`src/rtl/mult_bus_pkg.sv`:
```
// Shared definitions for the multiplier/popcount bus initiator: peripheral
// register addresses, STATUS bit positions, sequencer states and access kinds.
package mult_bus_pkg;

   localparam logic [15:0] ADDR_A1     = 16'h037F;
   localparam logic [15:0] ADDR_A2     = 16'h0388;
   localparam logic [15:0] ADDR_W      = 16'h0390;
   localparam logic [15:0] ADDR_L      = 16'h0398;
   localparam logic [15:0] ADDR_STATUS = 16'h03A0;
   localparam logic [15:0] ADDR_CTRL   = 16'h03A1;

   localparam int STATUS_VALID_BIT = 0;
   localparam int STATUS_READY_BIT = 1;

   typedef enum logic [3:0] {
      ST_IDLE, ST_WR_A1, ST_WR_A2, ST_WR_CTRL, ST_POLL,
      ST_GAP, ST_RD_W0, ST_RD_W1, ST_RD_L, ST_FIN
   } state_t;

   typedef enum logic {
      ACC_RD = 1'b0,
      ACC_WR = 1'b1
   } access_t;

   typedef enum logic [1:0] {
      PH_IDLE, PH_SETUP, PH_STROBE, PH_HOLD
   } phase_t;

   // States in which the sequencer owns exactly one bus access.
   function automatic logic isAccessState(input state_t s);
      return s inside {ST_WR_A1, ST_WR_A2, ST_WR_CTRL, ST_POLL,
                       ST_RD_W0, ST_RD_W1, ST_RD_L};
   endfunction

endpackage

```
`src/rtl/bus_access_engine.sv`:
```
// Runs one SETUP / STROBE / HOLD access on the strobe bus. A new request is
// accepted while idle or during HOLD, so accesses can run back to back.
module bus_access_engine import mult_bus_pkg::*; #(
   parameter int STROBE_CYCLES = 2
) (
   input  logic        clk,
   input  logic        n_reset,
   input  logic        i_req,
   input  access_t     i_kind,
   input  logic [15:0] i_addr,
   input  logic [31:0] i_wdata,
   output logic        o_ack,
   output logic [31:0] o_rdata,
   output logic [15:0] o_saddress,
   output logic [31:0] o_sdata_out,
   output logic        o_srd,
   output logic        o_swr,
   input  logic [31:0] i_sdata_in
);

   localparam logic [7:0] LAST_STROBE = 8'(STROBE_CYCLES - 1);

   phase_t     r_phase;
   access_t    r_kind;
   logic [7:0] r_strobeCnt;

   // Access phase sequencing; reset drops the strobes at once and abandons any access.
   always_ff @(posedge clk or negedge n_reset) begin
      if (!n_reset) begin
         r_phase     <= PH_IDLE;
         r_kind      <= ACC_RD;
         r_strobeCnt <= '0;
         o_saddress  <= '0;
         o_sdata_out <= '0;
         o_srd       <= 1'b0;
         o_swr       <= 1'b0;
         o_rdata     <= '0;
      end else begin
         case (r_phase)
            PH_IDLE, PH_HOLD: begin
               if (i_req) begin
                  r_phase    <= PH_SETUP;
                  r_kind     <= i_kind;
                  o_saddress <= i_addr;
                  if (i_kind == ACC_WR) o_sdata_out <= i_wdata;
               end else begin
                  r_phase <= PH_IDLE;
               end
            end
            PH_SETUP: begin
               r_phase     <= PH_STROBE;
               r_strobeCnt <= '0;
               o_srd       <= (r_kind == ACC_RD);
               o_swr       <= (r_kind == ACC_WR);
            end
            PH_STROBE: begin
               if (r_strobeCnt == LAST_STROBE) begin
                  r_phase <= PH_HOLD;
                  o_srd   <= 1'b0;
                  o_swr   <= 1'b0;
                  if (r_kind == ACC_RD) o_rdata <= i_sdata_in;
               end else begin
                  r_strobeCnt <= r_strobeCnt + 8'd1;
               end
            end
            default: r_phase <= PH_IDLE;
         endcase
      end
   end

   assign o_ack = (r_phase == PH_HOLD);

endmodule

```
`src/rtl/mult_bus_initiator.sv`:
```
// Bus-master sequencer for one multiplier/popcount job: writes both operands
// and the start register, polls STATUS, then reads back product and ones-count.
module mult_bus_initiator import mult_bus_pkg::*; #(
   parameter int STROBE_CYCLES = 2,
   parameter int POLL_GAP      = 4,
   parameter int POLL_LIMIT    = 255
) (
   input  logic        clk,
   input  logic        n_reset,
   input  logic        start,
   input  logic [23:0] arg_a,
   input  logic [23:0] arg_b,
   output logic        busy,
   output logic        done,
   output logic [31:0] result_w,
   output logic [23:0] ones_cnt,
   output logic        overflow,
   output logic        timeout,
   output logic [15:0] saddress,
   output logic        srd,
   output logic        swr,
   output logic [31:0] sdata_out,
   input  logic [31:0] sdata_in
);

   localparam logic [7:0] LAST_GAP  = 8'(POLL_GAP - 1);
   localparam logic [7:0] LAST_POLL = 8'(POLL_LIMIT - 1);

   state_t      r_state;
   state_t      w_nextState;
   logic [23:0] r_argB;
   logic [7:0]  r_pollCnt;
   logic [7:0]  r_gapCnt;
   logic        w_req;
   access_t     w_kind;
   logic [15:0] w_addr;
   logic [31:0] w_wdata;
   logic        w_ack;
   logic [31:0] w_rdata;
   logic        w_ready;
   logic        w_pollExhausted;

   assign w_ready         = w_rdata[STATUS_READY_BIT];
   assign w_pollExhausted = (r_pollCnt == LAST_POLL);
   assign busy            = (r_state != ST_IDLE) && (r_state != ST_FIN);
   assign done            = (r_state == ST_FIN);

   // Next-state decision; access states advance only on the engine's ack.
   always_comb begin
      w_nextState = r_state;
      case (r_state)
         ST_IDLE:    if (start) w_nextState = ST_WR_A1;
         ST_WR_A1:   if (w_ack) w_nextState = ST_WR_A2;
         ST_WR_A2:   if (w_ack) w_nextState = ST_WR_CTRL;
         ST_WR_CTRL: if (w_ack) w_nextState = ST_POLL;
         ST_POLL: begin
            if (w_ack) begin
               if (w_ready)              w_nextState = ST_RD_W0;
               else if (w_pollExhausted) w_nextState = ST_FIN;
               else                      w_nextState = ST_GAP;
            end
         end
         ST_GAP:     if (r_gapCnt == LAST_GAP) w_nextState = ST_POLL;
         ST_RD_W0:   if (w_ack) w_nextState = ST_RD_W1;
         ST_RD_W1:   if (w_ack) w_nextState = ST_RD_L;
         ST_RD_L:    if (w_ack) w_nextState = ST_FIN;
         ST_FIN:     w_nextState = ST_IDLE;
         default:    w_nextState = ST_IDLE;
      endcase
   end

   // Issue the next access in the same cycle the state is entered, so the engine
   // chains accesses without idle cycles. Operand A goes straight from the input:
   // the engine's data register captures it on the accepting edge.
   always_comb begin
      w_req   = isAccessState(w_nextState) && (w_nextState != r_state);
      w_kind  = ACC_RD;
      w_addr  = ADDR_STATUS;
      w_wdata = 32'h0;
      case (w_nextState)
         ST_WR_A1:   begin w_kind = ACC_WR; w_addr = ADDR_A1;   w_wdata = {8'h0, arg_a};  end
         ST_WR_A2:   begin w_kind = ACC_WR; w_addr = ADDR_A2;   w_wdata = {8'h0, r_argB}; end
         ST_WR_CTRL: begin w_kind = ACC_WR; w_addr = ADDR_CTRL; w_wdata = 32'h1;          end
         ST_POLL:    w_addr = ADDR_STATUS;
         ST_RD_W0,
         ST_RD_W1:   w_addr = ADDR_W;
         ST_RD_L:    w_addr = ADDR_L;
         default:    w_addr = ADDR_STATUS;
      endcase
   end

   // State register plus job results, poll and gap counters.
   always_ff @(posedge clk or negedge n_reset) begin
      if (!n_reset) begin
         r_state   <= ST_IDLE;
         r_argB    <= '0;
         r_pollCnt <= '0;
         r_gapCnt  <= '0;
         result_w  <= '0;
         ones_cnt  <= '0;
         overflow  <= 1'b0;
         timeout   <= 1'b0;
      end else begin
         r_state <= w_nextState;
         case (r_state)
            ST_IDLE: begin
               if (start) begin
                  r_argB    <= arg_b;
                  r_pollCnt <= '0;
                  result_w  <= '0;
                  ones_cnt  <= '0;
                  overflow  <= 1'b0;
                  timeout   <= 1'b0;
               end
            end
            ST_POLL: begin
               if (w_ack) begin
                  r_gapCnt <= '0;
                  if (w_ready)              overflow  <= ~w_rdata[STATUS_VALID_BIT];
                  else if (w_pollExhausted) timeout   <= 1'b1;
                  else                      r_pollCnt <= r_pollCnt + 8'd1;
               end
            end
            ST_GAP:  r_gapCnt <= r_gapCnt + 8'd1;
            ST_RD_W1: if (w_ack) result_w <= w_rdata;
            ST_RD_L:  if (w_ack) ones_cnt <= w_rdata[23:0];
            default: ;
         endcase
      end
   end

   bus_access_engine #(.STROBE_CYCLES(STROBE_CYCLES)) uEngine (
      .clk         (clk),
      .n_reset     (n_reset),
      .i_req       (w_req),
      .i_kind      (w_kind),
      .i_addr      (w_addr),
      .i_wdata     (w_wdata),
      .o_ack       (w_ack),
      .o_rdata     (w_rdata),
      .o_saddress  (saddress),
      .o_sdata_out (sdata_out),
      .o_srd       (srd),
      .o_swr       (swr),
      .i_sdata_in  (sdata_in)
   );

endmodule

```
`config.mk`:
```
export PLATFORM = sky130hd
export DESIGN_NAME = mult_bus_initiator
export DESIGN_NICKNAME = d
export VERILOG_FILES = /design/src/rtl/mult_bus_pkg.sv /design/src/rtl/bus_access_engine.sv /design/src/rtl/mult_bus_initiator.sv
export SDC_FILE = /design/constraint.sdc
export NUM_CORES = 1
export LEC_CHECK = 0
export ABC_AREA = 1
export CAP_MARGIN = 0
export CORE_MARGIN = 1
export CORE_UTILIZATION = 56
export CTS_BUF_LIST = sky130_fd_sc_hd__clkbuf_4
export CTS_CLUSTER_DIAMETER = 100
export DETAILED_ROUTE_END_ITERATION = 6
export MAX_ROUTING_LAYER = met4
export PLACE_DENSITY = 0.95
export SLEW_MARGIN = 15
export SYNTH_ARGS = -nofsm -noshare
export SYNTH_HDL_FRONTEND = slang
export SYNTH_SLANG_ARGS = --single-unit
export TNS_END_PERCENT = 100
```
`constraint.sdc`:
```
create_clock -name clk -period 3.3 [get_ports clk]
set_clock_uncertainty 0.05 [all_clocks]
set_input_delay 0.66 -clock clk [delete_from_list [all_inputs] [get_ports clk]]
set_output_delay 0.66 -clock clk [all_outputs]
set_load 0.05 [all_outputs]
```
# ---- Yosys cells after proc, flatten, opt, wreduce, memory -nomap -nowiden
# Cells that the tools add are included.
dict set report word_totals {
  out_inout_bits 110
  word_cells 125
  regBits 195
}
dict set report op_classes {
  bitwise_logic 2
  n_addsub 3
  n_reduce_logical 26
  eq_ne 34
  muxes 44
}
# op count
set op_table {}
lappend op_table {{case mux 24 bit (3 select lines)} 1}
lappend op_table {{2-to-1 mux 32 bit} 2}
lappend op_table {{case mux 32 bit (2 select lines)} 1}
lappend op_table {{2-to-1 mux 24 bit} 2}
lappend op_table {{2-to-1 mux 8 bit} 6}
lappend op_table {{case mux 24 bit (2 select lines)} 1}
lappend op_table {{case mux 8 bit (2 select lines)} 3}
lappend op_table {{2-to-1 mux 4 bit} 11}
lappend op_table {{case mux 8 bit (5 select lines)} 1}
lappend op_table {{case mux 4 bit (9 select lines)} 1}
lappend op_table {{== test 4 x 3 -> 1 bit, second input constant} 7}
lappend op_table {{adder 8 x 1 -> 8 bit, second input constant} 3}
lappend op_table {{== test 4 x 2 -> 1 bit, second input constant} 4}
lappend op_table {{== test 4 bit, second input constant} 3}
lappend op_table {{AND reduction 3 bit} 4}
lappend op_table {{inequality test 2 x 1 -> 1 bit, second input constant} 5}
lappend op_table {{inequality test 2 bit, second input constant} 5}
lappend op_table {{AND reduction 2 bit} 5}
lappend op_table {{AND reduction 5 bit} 2}
lappend op_table {{nonzero test 2 bit} 5}
lappend op_table {{2-to-1 mux 1 bit} 9}
lappend op_table {{== test 4 x 1 -> 1 bit, second input constant} 2}
lappend op_table {{== test 8 x 1 -> 1 bit, second input constant} 1}
lappend op_table {{== test 8 x 2 -> 1 bit, second input constant} 1}
lappend op_table {{17 further kinds} 24}

# ---- Logic depth before layout (Yosys ltp)
dict set report depth {
  ltp_word 10
  depth_mapped 17
  mapped_depth_nobuf 16
}

# ---- Modules after synthesis
# From an unflattened synthesis, not the netlist that was laid out.
dict set report unflattened {
  hier_cells 1056
  area_unflattened_um2 8962.3
}
# module seq_area_each_um2 cells_per_inst area_per_inst_um2 n_inst
set by_module_without_submodules {}
lappend by_module_without_submodules {mult_bus_initiator 2552.4 611 4999.8 1}
lappend by_module_without_submodules {bus_access_engine 2327.2 445 3962.6 1}

# ---- Worst setup path before layout
# Ideal clock, no wire load.
dict set report synth_timing {
  kind {register -> output}
  from {register r_state[1]}
  to {output busy}
  setup_slack_ns 0.237
  path_buffers 1
  required_time_ns 2.590
  arrival_time_ns 2.353
  path_stages_with_launch 6
  path_cell_list {dfrtp_1 -> buf_2 -> nor2_1 -> inv_1 -> nor3_1 -> a21oi_1}
}
dict set report synth_between {
  elab_chain_len 2
  elab_cells_between_ends 3
  classes_between {1 x eq/ne; 2 x reduce/logical}
}
# element line
set synth_rtl {}
lappend synth_rtl {{from (decl)} mult_bus_initiator.sv:29} ;# state_t r_state;
lappend synth_rtl {{from (signal assigned)} mult_bus_initiator.sv:104} ;# r_state <= w_nextState;
lappend synth_rtl {{inequality test 4 bit / nonzero test 4 bit (equally long branches)} mult_bus_initiator.sv:45} ;# assign busy = (r_state != ST_IDLE) && (r_state != ST_FIN);
lappend synth_rtl {{logical AND 1 bit (*)} mult_bus_initiator.sv:45}
lappend synth_rtl {{to (decl)} mult_bus_initiator.sv:13} ;# output logic busy,
# Mark *: on every way between the ends. The rest lies on a longest branch, timed or not.

# ---- Final worst setup path
dict set report layout_timing {
  from {register r_state[0]}
  to {output done}
}
dict set report layout_between {
  elab_chain_len 1
}
# element line
set layout_rtl {}
lappend layout_rtl {{== test 4 bit} mult_bus_initiator.sv:46} ;# assign done = (r_state == ST_FIN);
lappend layout_rtl {{to (decl)} mult_bus_initiator.sv:14} ;# output logic done,
# No other way between the ends.

==> results.toml <==
[outcome]
status = "complete, but fails checks"
violations = "design-rule violations"

[setup_path]
worst_path_max_delay_cell = "dlygate4sd2_1"
cp_data_required_time_ns = 2.59
cp.arrival_ns = 2.28
cp_top_family = "buffers and inverters"
cp.buffers_inverters = 3
end_kind = "output pin"
max_stage_delay_ns = 0.58
path_cells = "inv_2, nor2_1, inv_1, nor3_1, dlygate4sd2_1"
critPathLaunchType = "flip-flop"
crit_fanout = 6
critPathKind = "reg2out"

[final_layout]
seqCellArea_mm2 = 0.00445
final_util_pct = 72.1
area_delta_synth_final_pct = 25.7
fin_nets = 1215
multi_input_area_mm2 = 0.00338
drive_above_1_share_pct = 9.41
nFillCells = 1021

[timing]
rsz0062_at_grt = "no"
finalHoldViolations = 0
layout_setup_ws_ns = 0.309
period_minus_slack_ns = 2.99
worstMarginPinSlew_ns = 0.620
max-slew-margin-rel_pct = 58.7
fmax_ghz = 0.334
fin_setup_tns_ns = 0
drv_slew = 0
fin_crit_sh_pct = 90.6
finalSetupViolCount = 0

[logic_synthesis]
async_flop_share_pct = 100
netlist_area_mm2 = 0.00834
ys_ff_latch = 178
avgSynthCellArea_um2 = 8.66
yosysSeqAreaShare_pct = 53.4
ys_warn_count = 0
synth_ff_type = "dfrtp_1"
postSynthCellCount = 963
yosysTopAreaCellShare_pct = 53.4
synth.distinct_cells = 35
synth_edf_count = 0
ys_top_cells_by_area = "dfrtp_1 (53%), nand2_1 (13%), nand3_1 (9.5%)"
synth_common_cells = "nand2_1 (292), dfrtp_1 (178), nand3_1 (159)"
synth_most_common_cell = "nand2_1"
synth.largest_area_cell = "dfrtp_1"

[route]
drtAntennaViolNets = 0
via_per_inst = 5.69
dr.first_iter.drc_count = 650
wirelength_um = 21900
dr.pass1.iters = 7
wl_per_cell_um = 16.6
drc_errors = 19
via_count = 7527

[floorplan]
core_area_mm2 = 0.0145
die_w_um = 124
initial_core_util_pct = 57.4
io_pins = 193
rows = 44
die_h_um = 124
die_area_mm2 = 0.0154

[clock_network]
cts_tree = "built"
htreeDepth = 4
numCtsBuffers = 17
clk_latency_ns = 0.59
clock-sinks = 178
clkSlewWorstSetupHoldPaths_ns = 0.14
root_buffer = "clkbuf_4"
clk_path_buf_depth = 2

[pwr]
p_int_mw = 4.84
power.switching_mw = 4.99
power_frac_seq_pct = 34.6
powerDensity_mw_per_mm2 = 938
comb_power_share_pct = 53.8
p_leak_nw = 5.27
sw_frac_of_total_pct = 50.8
peakVddDrop_uv = 603
power.share.clock_pct = 11.6

[worst_hold_path]
min_path_type = "reg2reg"

[global_routing]
overflow = 0
grt_pass1_wl_um = 34800
grt_antenna_before_repair = 0
grt_usage_pct = 30.6
first_global_vias = 7407
grt_start_max_net_pins = 75

[placed_design]
place_hpwl_um = 15300
gp_congestion = 0.963
portBuffers = 178
dp_slack_ns = 0.446

[run]
cap_viol_max_count = 0
-- registers in the layout (all words and copies together) (netlist names), 7 cells and up --
name	count
uEngine.o_saddress	7
uEngine.r_strobeCnt	8
r_argB	24
result_w	32
r_pollCnt	8
r_gapCnt	8
uEngine.o_sdata_out	24
ones_cnt	24
uEngine.o_rdata	32
-- power groups by stage --
stage               registers (mW)  logic (mW)  clock network, mW
CTS                           3.38        5.26               1.16
global route                  3.48        5.74               1.24
global placement              3.39        5.02                  0
detailed placement            3.42        5.23                  0
finish                        3.40        5.29               1.14
floorplan                     4.25        2.90                  0
-- metrics by stage --
| step | std cells | power (mW) | hold slack, ns | area (um^2) |
|---|---|---|---|---|
| after floorplan | 976 | 7.14 | 0.314 | 8380 |
| after global placement | 1288 | 8.40 | 0.410 | 10200 |
| after detailed placement | 1288 | 8.64 | 0.411 | 10200 |
| after CTS | 1321 | 9.80 | 0.444 | 10500 |
| after global routing | 1321 | 10.5 | 0.474 | 10500 |
| final | 1322 | 9.83 | 0.448 | 10500 |
-- layer usage --
layer / up-vias / GRT usage, % / share of wire, %
met5: - / - / 0
li1: 3482 / - / -
met1: 3586 / 34.9 / 38
met4: 0 / 13.8 / 2.8
met2: 400 / 50.0 / 50
met3: 59 / 8.93 / 9.5
-- kinds of logic (layout without fill, tap and decap cells) --
logic type	count (synthesis)	after routing	synth area share, %
XOR/XNOR	5	5	0.525
flip-flops	178	178	53.4
multiplexers	31	31	4.17
AND/OR/NAND/NOR	569	569	30.6
buffers and inverters	126	287	6.86
AO/OA/AOI/OAI	45	45	3.14
adder cells (fa/ha/maj)	8	8	1.20
other	1	15	0.0450
-- placed cells by master, fill, tap and decap left out, types with 5 or more instances in the layout --
master	netlist	layout
conb_1	1	14
nand4_1	50	50
mux2_2	30	30
nor3_1	7	7
o22ai_1	6	6
inv_1	49	49
xor2_1	5	5
inv_6	0	5
clkbuf_4	0	18
buf_4	17	18
nor2_2	5	5
nand3_1	159	159
o21ai_0	16	16
inv_2	6	6
nor2_1	41	40
ha_1	8	8
nand2_2	6	6
dfrtp_1	178	178
nand2_1	292	292
clkdlybuf4s50_1	0	175
a21oi_1	18	17
-- path summary, 6_finish.rpt --
check	from	to	slack, ns	depth (start not counted)
worst max-delay path	r_state[0]$_DFF_PN0_	done	0.31	5
worst min-delay path	uEngine.o_sdata_out[19]$_DFFE_PN0P_	uEngine.o_sdata_out[19]$_DFFE_PN0P_	0.45	2
worst max register to register	uEngine.r_phase[1]$_DFFE_PN0P_	uEngine.o_sdata_out[3]$_DFFE_PN0P_	0.56	12
worst min register to register	uEngine.o_sdata_out[19]$_DFFE_PN0P_	uEngine.o_sdata_out[19]$_DFFE_PN0P_	0.45	2
max in group asynchronous	n_reset	result_w[30]$_DFFE_PN0P_	1.84	3
min in group asynchronous	n_reset	result_w[11]$_DFFE_PN0P_	0.51	2
-- repair_timing --
action / in CTS / in global routing
endpoints found under the setup margin: 1 / 1
hold endpoints to repair: 43 / 0
resized for setup: 1 / 1
buffers inserted: 0 / 0
pin swaps: 0 / 0
hold buffers: 1 / 0
-- layout make-up --
class	instances	share of cell area (%)
Sequential cell	178	42.5
Multi-Input combinational cell	672	32.2
Timing Repair Buffer	198	18.6
Tap cell	184	2.20
Inverter	57	2.04
Clock buffer	18	1.29
Clock inverter	14	1.13
Antenna cell	1	0.0239
-- tightest hold or removal path, stage by stage, from the launching register on --
cell,delay (ns)
dfrtp_1,0.38
nand2_1,0.06
nand2_1,0.05
No activity file was read; power rests on OpenSTA's default activity.
